**config.mk**
```make
export PLATFORM = sky130hd
export DESIGN_NAME = sdram_arbiter
export DESIGN_NICKNAME = d
export VERILOG_FILES = /design/src/rtl/sdram_arbiter.sv
export SDC_FILE = /design/constraint.sdc
export NUM_CORES = 1
export LEC_CHECK = 0
export ABC_AREA = 1
export CAP_MARGIN = 20
export CORE_UTILIZATION = 45
export DETAILED_ROUTE_END_ITERATION = 8
export PLACE_DENSITY = 0.85
export SETUP_SLACK_MARGIN = 0.15
export SLEW_MARGIN = 20
export SYNTH_ARGS = -nofsm -noshare
export SYNTH_HDL_FRONTEND = slang
export SYNTH_SLANG_ARGS = --single-unit
```
**constraint.sdc**
```tcl
create_clock -name sys_clk -period 4.3 [get_ports sys_clk]
set_input_delay 0.86 -clock sys_clk [delete_from_list [all_inputs] [get_ports sys_clk]]
set_output_delay 0.86 -clock sys_clk [all_outputs]
set_load 0.01 [all_outputs]
```
**src/rtl/sdram_arbiter.sv**
```systemverilog
// Round-robin arbiter sharing the SDRAM controller's single system port among
// NPORT requesters; sequences the controller's rdy/ack handshake per word access.
module sdram_arbiter #(
    parameter int NPORT    = 3,
    parameter int AW       = 24,
    parameter int DW       = 16,
    parameter int ACK_HOLD = 3
) (
    input  logic                sys_clk,
    input  logic                sys_rst,
    input  logic [NPORT-1:0]    req,
    input  logic [NPORT-1:0]    we,
    input  logic [NPORT*AW-1:0] addr,
    input  logic [NPORT*DW-1:0] wdata,
    output logic [NPORT-1:0]    grant,
    output logic [NPORT-1:0]    done,
    output logic [DW-1:0]       rdata,
    output logic                sys_rd,
    output logic                sys_wr,
    output logic [AW-1:0]       sys_ab,
    output logic [DW-1:0]       sys_di,
    output logic                sys_ack,
    input  logic                sys_rdy,
    input  logic [DW-1:0]       sys_do
);

    localparam int PW = (NPORT > 1) ? $clog2(NPORT) : 1;
    localparam int CW = $clog2(ACK_HOLD);

    typedef enum logic [2:0] {FLUSH, IDLE, ISSUE, BUSY, ACK} state_t;

    state_t            state_q, state_d;
    logic [CW-1:0]     cnt_q, cnt_d;
    logic [PW-1:0]     ptr_q, ptr_d;
    logic [NPORT-1:0]  grant_q, grant_d;
    logic [NPORT-1:0]  done_q, done_d;
    logic [DW-1:0]     rdata_q, rdata_d;
    logic              rd_q, rd_d, wr_q, wr_d, ack_q, ack_d;
    logic [AW-1:0]     ab_q, ab_d;
    logic [DW-1:0]     di_q, di_d;

    // Scan ports ptr+NPORT down to ptr+1 so the last hit is the first requester after ptr.
    logic [PW-1:0] win;
    logic          any_req;
    int            idx;
    int            widx;
    always_comb begin
        win     = ptr_q;
        any_req = 1'b0;
        idx     = 0;
        for (int k = NPORT; k >= 1; k--) begin
            idx = int'(ptr_q) + k;
            if (idx >= NPORT) idx = idx - NPORT;
            if (req[idx]) begin
                win     = PW'(idx);
                any_req = 1'b1;
            end
        end
        widx = int'(win);
    end

    always_comb begin
        state_d = state_q;
        cnt_d   = cnt_q;
        ptr_d   = ptr_q;
        grant_d = grant_q;
        done_d  = '0;
        rdata_d = rdata_q;
        rd_d    = rd_q;
        wr_d    = wr_q;
        ab_d    = ab_q;
        di_d    = di_q;
        ack_d   = ack_q;
        case (state_q)
            FLUSH, ACK: begin
                if (cnt_q == '0) begin
                    ack_d   = 1'b0;
                    state_d = IDLE;
                end else begin
                    cnt_d = cnt_q - 1'b1;
                end
            end
            IDLE: begin
                // sys_rdy low means init/refresh or the previous cycle is still closing
                if (sys_rdy && any_req) begin
                    grant_d       = '0;
                    grant_d[win]  = 1'b1;
                    ab_d          = addr[widx*AW +: AW];
                    di_d          = wdata[widx*DW +: DW];
                    rd_d          = ~we[win];
                    wr_d          = we[win];
                    ptr_d         = win;
                    state_d       = ISSUE;
                end
            end
            ISSUE: begin
                if (!sys_rdy) state_d = BUSY;
            end
            BUSY: begin
                if (sys_rdy) begin
                    if (rd_q) rdata_d = sys_do;
                    done_d  = grant_q;
                    rd_d    = 1'b0;
                    wr_d    = 1'b0;
                    ack_d   = 1'b1;
                    grant_d = '0;
                    cnt_d   = CW'(ACK_HOLD - 1);
                    state_d = ACK;
                end
            end
            default: state_d = FLUSH;
        endcase
    end

    // Reset enters FLUSH with ack high to release a controller abandoned mid-cycle.
    always_ff @(posedge sys_clk or posedge sys_rst) begin
        if (sys_rst) begin
            state_q <= FLUSH;
            cnt_q   <= CW'(ACK_HOLD - 1);
            ptr_q   <= PW'(NPORT - 1);
            grant_q <= '0;
            done_q  <= '0;
            rdata_q <= '0;
            rd_q    <= 1'b0;
            wr_q    <= 1'b0;
            ab_q    <= '0;
            di_q    <= '0;
            ack_q   <= 1'b1;
        end else begin
            state_q <= state_d;
            cnt_q   <= cnt_d;
            ptr_q   <= ptr_d;
            grant_q <= grant_d;
            done_q  <= done_d;
            rdata_q <= rdata_d;
            rd_q    <= rd_d;
            wr_q    <= wr_d;
            ab_q    <= ab_d;
            di_q    <= di_d;
            ack_q   <= ack_d;
        end
    end

    assign grant   = grant_q;
    assign done    = done_q;
    assign rdata   = rdata_q;
    assign sys_rd  = rd_q;
    assign sys_wr  = wr_q;
    assign sys_ab  = ab_q;
    assign sys_di  = di_q;
    assign sys_ack = ack_q;

endmodule

```
* Word-level counts from Yosys, hierarchy flattened
Cells that the tools add are included.
** Word-level totals
- Register bits after elaboration :: 72
- Input bits :: 145
- Output and inout port bits :: 65
- Logic and storage cells :: 95
** Operators by class
- Add/sub/neg operators :: 7
- $mul :: 1
- Magnitude comparators :: 8
- Equality and inequality tests :: 9
- Shifts and indexed selects :: 2
- Multiplexer cells :: 43
- Bitwise logic cells :: 1
- Reductions and logical operators :: 13
** Operator list (number)
- 32-bit by 4-bit less-than comparator with 1-bit output (second input constant) :: 3
- 32-bit 2-to-1 mux :: 3
- 72-bit by 8-bit indexed part select with 24-bit output :: 1
- 48-bit by 7-bit indexed part select with 16-bit output :: 1
- 3-bit 2-to-1 mux :: 8
- 1-bit 2-to-1 mux :: 16
- 3-bit one-hot mux with 4 select lines :: 1
- 3-bit AND reduction :: 4
- 3-bit by 2-bit subtractor with 4-bit output (second input constant) :: 3
- 2-bit 2-to-1 mux :: 5
- 2-bit != test (second input constant) :: 5
- 3-bit by 2-bit >= comparator with 1-bit output (second input constant) :: 3
- 1-bit binary-select mux with 2-bit select :: 4
- 2-bit by 2-bit adder with 3-bit output (second input constant) :: 2
- 3-bit by 2-bit == test with 1-bit output (second input constant) :: 2
- 1-bit one-hot mux with 2 select lines :: 3
- 3-bit one-hot mux with 2 select lines :: 1
- 2-bit by 2-bit multiplier with 4-bit output (second input constant) :: 1
- 2-bit one-hot mux with 2 select lines :: 1
- 4-bit AND reduction :: 1
- 2-bit nonzero test :: 2
- 2-bit by 1-bit adder with 3-bit output (second input constant) :: 1
- 3-bit by 1-bit == test with 1-bit output (second input constant) :: 1
- 3-bit == test (second input constant) :: 1
- 10 further kinds :: 11

* Longest topological paths before layout
- Word-level depth :: 15
- Gate-level depth with buffers :: 19
- Gate-level depth less buffers :: 17

* Worst setup path before layout
No wires, ideal clock.
- Path kind :: register -> register
- Start :: reg ptr_q[1]
- End :: reg ab_q[10] (netlist: sys_ab[10])
- Library setup time :: 0.117 ns
- Data arrival time :: 2.065 ns
- Data required time :: 4.183 ns
- Slack :: 2.118 ns
- Cell stages (with the launch flop) :: 20
- Buffers on the path :: 3
- Period minus slack after synthesis :: 2.182 ns
- Cells stage by stage :: dfstp_2 > inv_1 > ha_1 > buf_6 > inv_4 > nand2_2 > nand3_4 > nand2_2 > nor2_1 > nand2_1 > nand2_2 > inv_2 > buf_6 > buf_4 > nand2_1 > nand2_1 > nand2_1 > nand2_1 > nand2_1 > nand2_1
** On the way
- Word-level cells in the longest chain between the ends :: 11
- Elaborated cells on any way between the ends :: 31
- Classes of those cells :: 6 x add/sub; 1 x mul; 3 x order compare; 1 x shift; 18 x mux; 2 x reduce/logical
** RTL lines
- start: declaration :: line 34 : logic [PW-1:0] ptr_q, ptr_d;
- start signal: assignment :: line 120 : ptr_q <= PW'(NPORT - 1);
- start signal: assignment :: line 132 : ptr_q <= ptr_d;
- 2-bit by 2-bit adder with 3-bit output :: line 52 : idx = int'(ptr_q) + k;
- 3-bit by 2-bit subtractor with 4-bit output or 3-bit by 2-bit >= comparator with 1-bit output (tied branches) :: line 53 : if (idx >= NPORT) idx = idx - NPORT;
- 32-bit 2-to-1 mux :: line 53
- 1-bit binary-select mux with 2-bit select :: line 54 : if (req[idx]) begin
- 1-bit 2-to-1 mux (not written as such) (2 in series) :: line 54
- 2-bit 2-to-1 mux or 1-bit 2-to-1 mux (tied branches) (3 in series) :: line 54
- 2-bit by 2-bit multiplier with 4-bit output or 1-bit logical AND (tied branches) :: line 88, 85
- 72-bit by 8-bit indexed part select with 24-bit output or 2-bit AND reduction (tied branches)
- end signal: assignment :: line 126 : ab_q <= '0;
- end signal: assignment :: line 138 : ab_q <= ab_d;
- end: declaration :: line 39 : logic [AW-1:0] ab_q, ab_d;
Several ways; a longest one is shown, not always the timed one. The select of a mux whose other input is x is not followed.
A chain may end at the register's enable or synchronous reset.

* Final worst setup path
- Start :: reg ptr_q[1]
- End :: reg ptr_q[1]
** On the way
- Word-level cells in the longest chain between the ends :: 11
- Elaborated cells on any way between the ends :: 29
- Classes of those cells :: 6 x add/sub; 3 x order compare; 18 x mux; 2 x reduce/logical
** RTL lines
- 2-bit by 2-bit adder with 3-bit output :: line 52
- 3-bit by 2-bit subtractor with 4-bit output or 3-bit by 2-bit >= comparator with 1-bit output (tied branches) :: line 53
- 32-bit 2-to-1 mux :: line 53
- 1-bit binary-select mux with 2-bit select :: line 54
- 1-bit 2-to-1 mux (not written as such) (2 in series) :: line 54
- 1-bit 2-to-1 mux (3 in series) :: line 54
- 1-bit logical AND :: line 85 : if (sys_rdy && any_req) begin
- 2-bit AND reduction (no line)
Several ways; a longest one is shown, not always the timed one. The select of a mux whose other input is x is not followed.

==> impl_results.md <==
* CTS hold repair buffers at 0
* Setup TNS at 0 ns
* Drt drc at 0
* GRT Overall Usage at 26.19%
* Synthesized area per cell at between 6 and 7 um2
* Row cnt at 35
* Min-Delay Path Class: flop to flop
* WL final at 13150 um
* Die Span X at 101.3 um
* Post-DR wirelength/cell at 13.15 um
* Core Area at 9415 um2
* DP HPWL at 9648 um
* Vias in the first global route at 4670
* Final Critical Period at 3.103 ns
* Layout cells sized above 1 at 5.855%
* Number of diodes at 0
* Global placement routability congestion at 0.9349
* Port Buffers at 209
* Clock Sinks at 72
* Router iterations before antenna repair at 5
* CTS tree: yes
* Clock Pin Slew Worst Setup and Hold Paths at 0.07 ns
* Initial antenna violation count at 0
* Commonest non-fill, non-tap cells in the layout: nand2_1 (362), clkdlybuf4s50_1 (209), dfrtp_1 (69)
* CTS buffer count at 9
* Via density at 4.814
* Final core utilization at 71.79%
* I/O Pins at 210
* Detailed router's first-iteration violation count at 180
* Async SR Flop Fraction at 100.0%
* Worst Tran Pin Value at 0.8005 ns
* Total number of yosys warnings at 0
* P&R area growth vs syn at 52.34%
* Syn Std Cell Area at approximately 4400 um2
* RSZ-0062 raised after global routing: no
* Total gr overflow at 0
* Htree depth at 3
* Slew HR at between 40 and 50%
* CP max FO at 47
* Fmax at 0.3223 GHz
* Peak VDD IR at between 0.0005 and 0.0006 V
* Main flop type after synthesis: dfrtp_1
* Total number of vias at 4814
* Fin. max-slew vios at 0
* Die Span Y at 101.3 um
* DIE AREA at 10260 um2
* Post-synthesis sequential area ratio at about two fifths
* Post-Synthesis Cells at 677
* Worst setup EP type: flop
* Cell Pwr Density at 828.3 nW/um2
* EDFF count, synth at 0
* Worst skew pair latency at about 0.33 ns
* Starting density of the core at between 40% and 50%
* Static Leakage at 3.586 nW
* Endpoints failing hold at 0
* Final cycle utilization of the critical path at ~70%
* Root Driver: clkbuf_8
* First-pass GRT wire length at 21100 um
* Commonest non-fill, non-tap cell in the layout: nand2_1
* Distinct cells, synth at 26
* Startpoint Class: flop
* PostCTS Resize Cnt at 0
* Largest net degree at the start of global routing at between 80 and 90
* Post-CTS Setup Inserts at 0
* Max Cap Violations at 0
* Crit path required time at 4.55 ns
* Setup Skew at roughly 0.0095 ns
* Register bit total from synthesis at 72
* Worst EP arrival at 3.35 ns
* Crit path kind: flop to flop
* CTS max path bufs at 2
* Final setup vio count at 0
* Antenna viol nets, final at 0
* Status: finished clean
* Final-stage net count at 1015
* Syn Nets at roughly 830
## metal layers
layer	global-route usage, %	wire length [um]
met3	4.555	831
met1	30.09	5189
met5	0	0
met4	10.03	325
met2	48.40	6804
## worst paths after layout
check                      cells after the start          to  slack, ns       from
max                                           13    ptr_q[1]       1.20   ptr_q[1]
min                                            2   sys_di[4]       0.48  sys_di[4]
max reg2reg                                   13    ptr_q[1]       1.20   ptr_q[1]
min reg2reg                                    2   sys_di[4]       0.48  sys_di[4]
max in group asynchronous                      3  sys_di[14]       2.45    sys_rst
min in group asynchronous                      2    rdata[5]       0.85    sys_rst
## where the power goes
| group | switching [W] | total [W] | internal, W |
|---|---|---|---|
| logic | 0.00244 | 0.00389 | 0.00144 |
| clock network | 0.000237 | 0.000595 | 0.000358 |
| registers | 0.000165 | 0.00112 | 0.000952 |
| total | 0.00285 | 0.00560 | 0.00275 |
## state kept, by name (all words and copies together) (netlist names)
register and cells:
done 3, sys_ab 24, cnt_q 2, ptr_q 2
sys_di 16, rdata 16, sys_wr 1, grant 3
sys_ack 1, state_q 3, sys_rd 1
## cell families (layout without fill, tap and decap cells)
| group | count (synthesis) | after routing | share of synthesized area [%] |
|---|---|---|---|
| mux | 16 | 16 | 4.061 |
| compound gates | 13 | 13 | 1.636 |
| buf+inv | 99 | 293 | 10.21 |
| flops | 72 | 72 | 40.69 |
| fa+ha+maj | 4 | 4 | 1.128 |
| simple gates | 473 | 473 | 42.27 |
## metrics by stage
step / hold WS [ns] / worst slack, ns / cells / total power, W / cell area [um2]
after detailed placement: 0.4623 / 1.061 / 984 / 0.004993 / 6535
after CTS: 0.4764 / 1.219 / 1000 / 0.005607 / 6759
final: 0.4792 / 1.198 / 1000 / 0.005598 / 6759
after global placement: 0.4621 / 1.196 / 984 / 0.004872 / 6535
after global routing: 0.4995 / 0.9769 / 1000 / 0.006179 / 6759
after floorplan: 0.4597 / 1.620 / 677 / 0.003956 / 4437
## area by class of cell
type / count / area [um2]
Clock inverter: 3 / 65.06
Tap cell: 129 / 161.4
Timing Repair Buffer: 215 / 2150
Fill cell: 773 / 2656
Multi-Input combinational cell: 506 / 2183
Clock buffer: 13 / 158.9
Inverter: 62 / 235.2
Sequential cell: 72 / 1805
## critical path: stages, from the launching register on
cell and delay, ns:
dfstp_2 0.55, inv_1 0.09, ha_1 0.50, inv_4 0.07, nand2_1 0.09, nand2_1 0.07, nand2_1 0.09, nand2_1 0.08
nand3b_1 0.14, nand3_2 0.08, buf_4 0.28, inv_2 0.63, nand3_1 0.18, o21ai_0 0.12
## Yosys cell counts (2+ instances only)
master    number  area [um2]
dfrtp_1       69        1727
buf_6          6       67.56
mux2_2        16       180.2
a21oi_1        2       10.01
buf_2         15       75.07
buf_4          4       30.03
dfstp_2        3       78.83
o21ai_0        5       25.02
nand2_1      362        1359
ha_1           4       50.05
nand3_1       51       255.2
o21ai_1        3       15.01
inv_1         59       221.5
inv_2          2       7.510
clkbuf_1      11       41.29
nand2_2        6       37.54
nor2_1        50       187.7
Power figures use the tool's default switching activity.
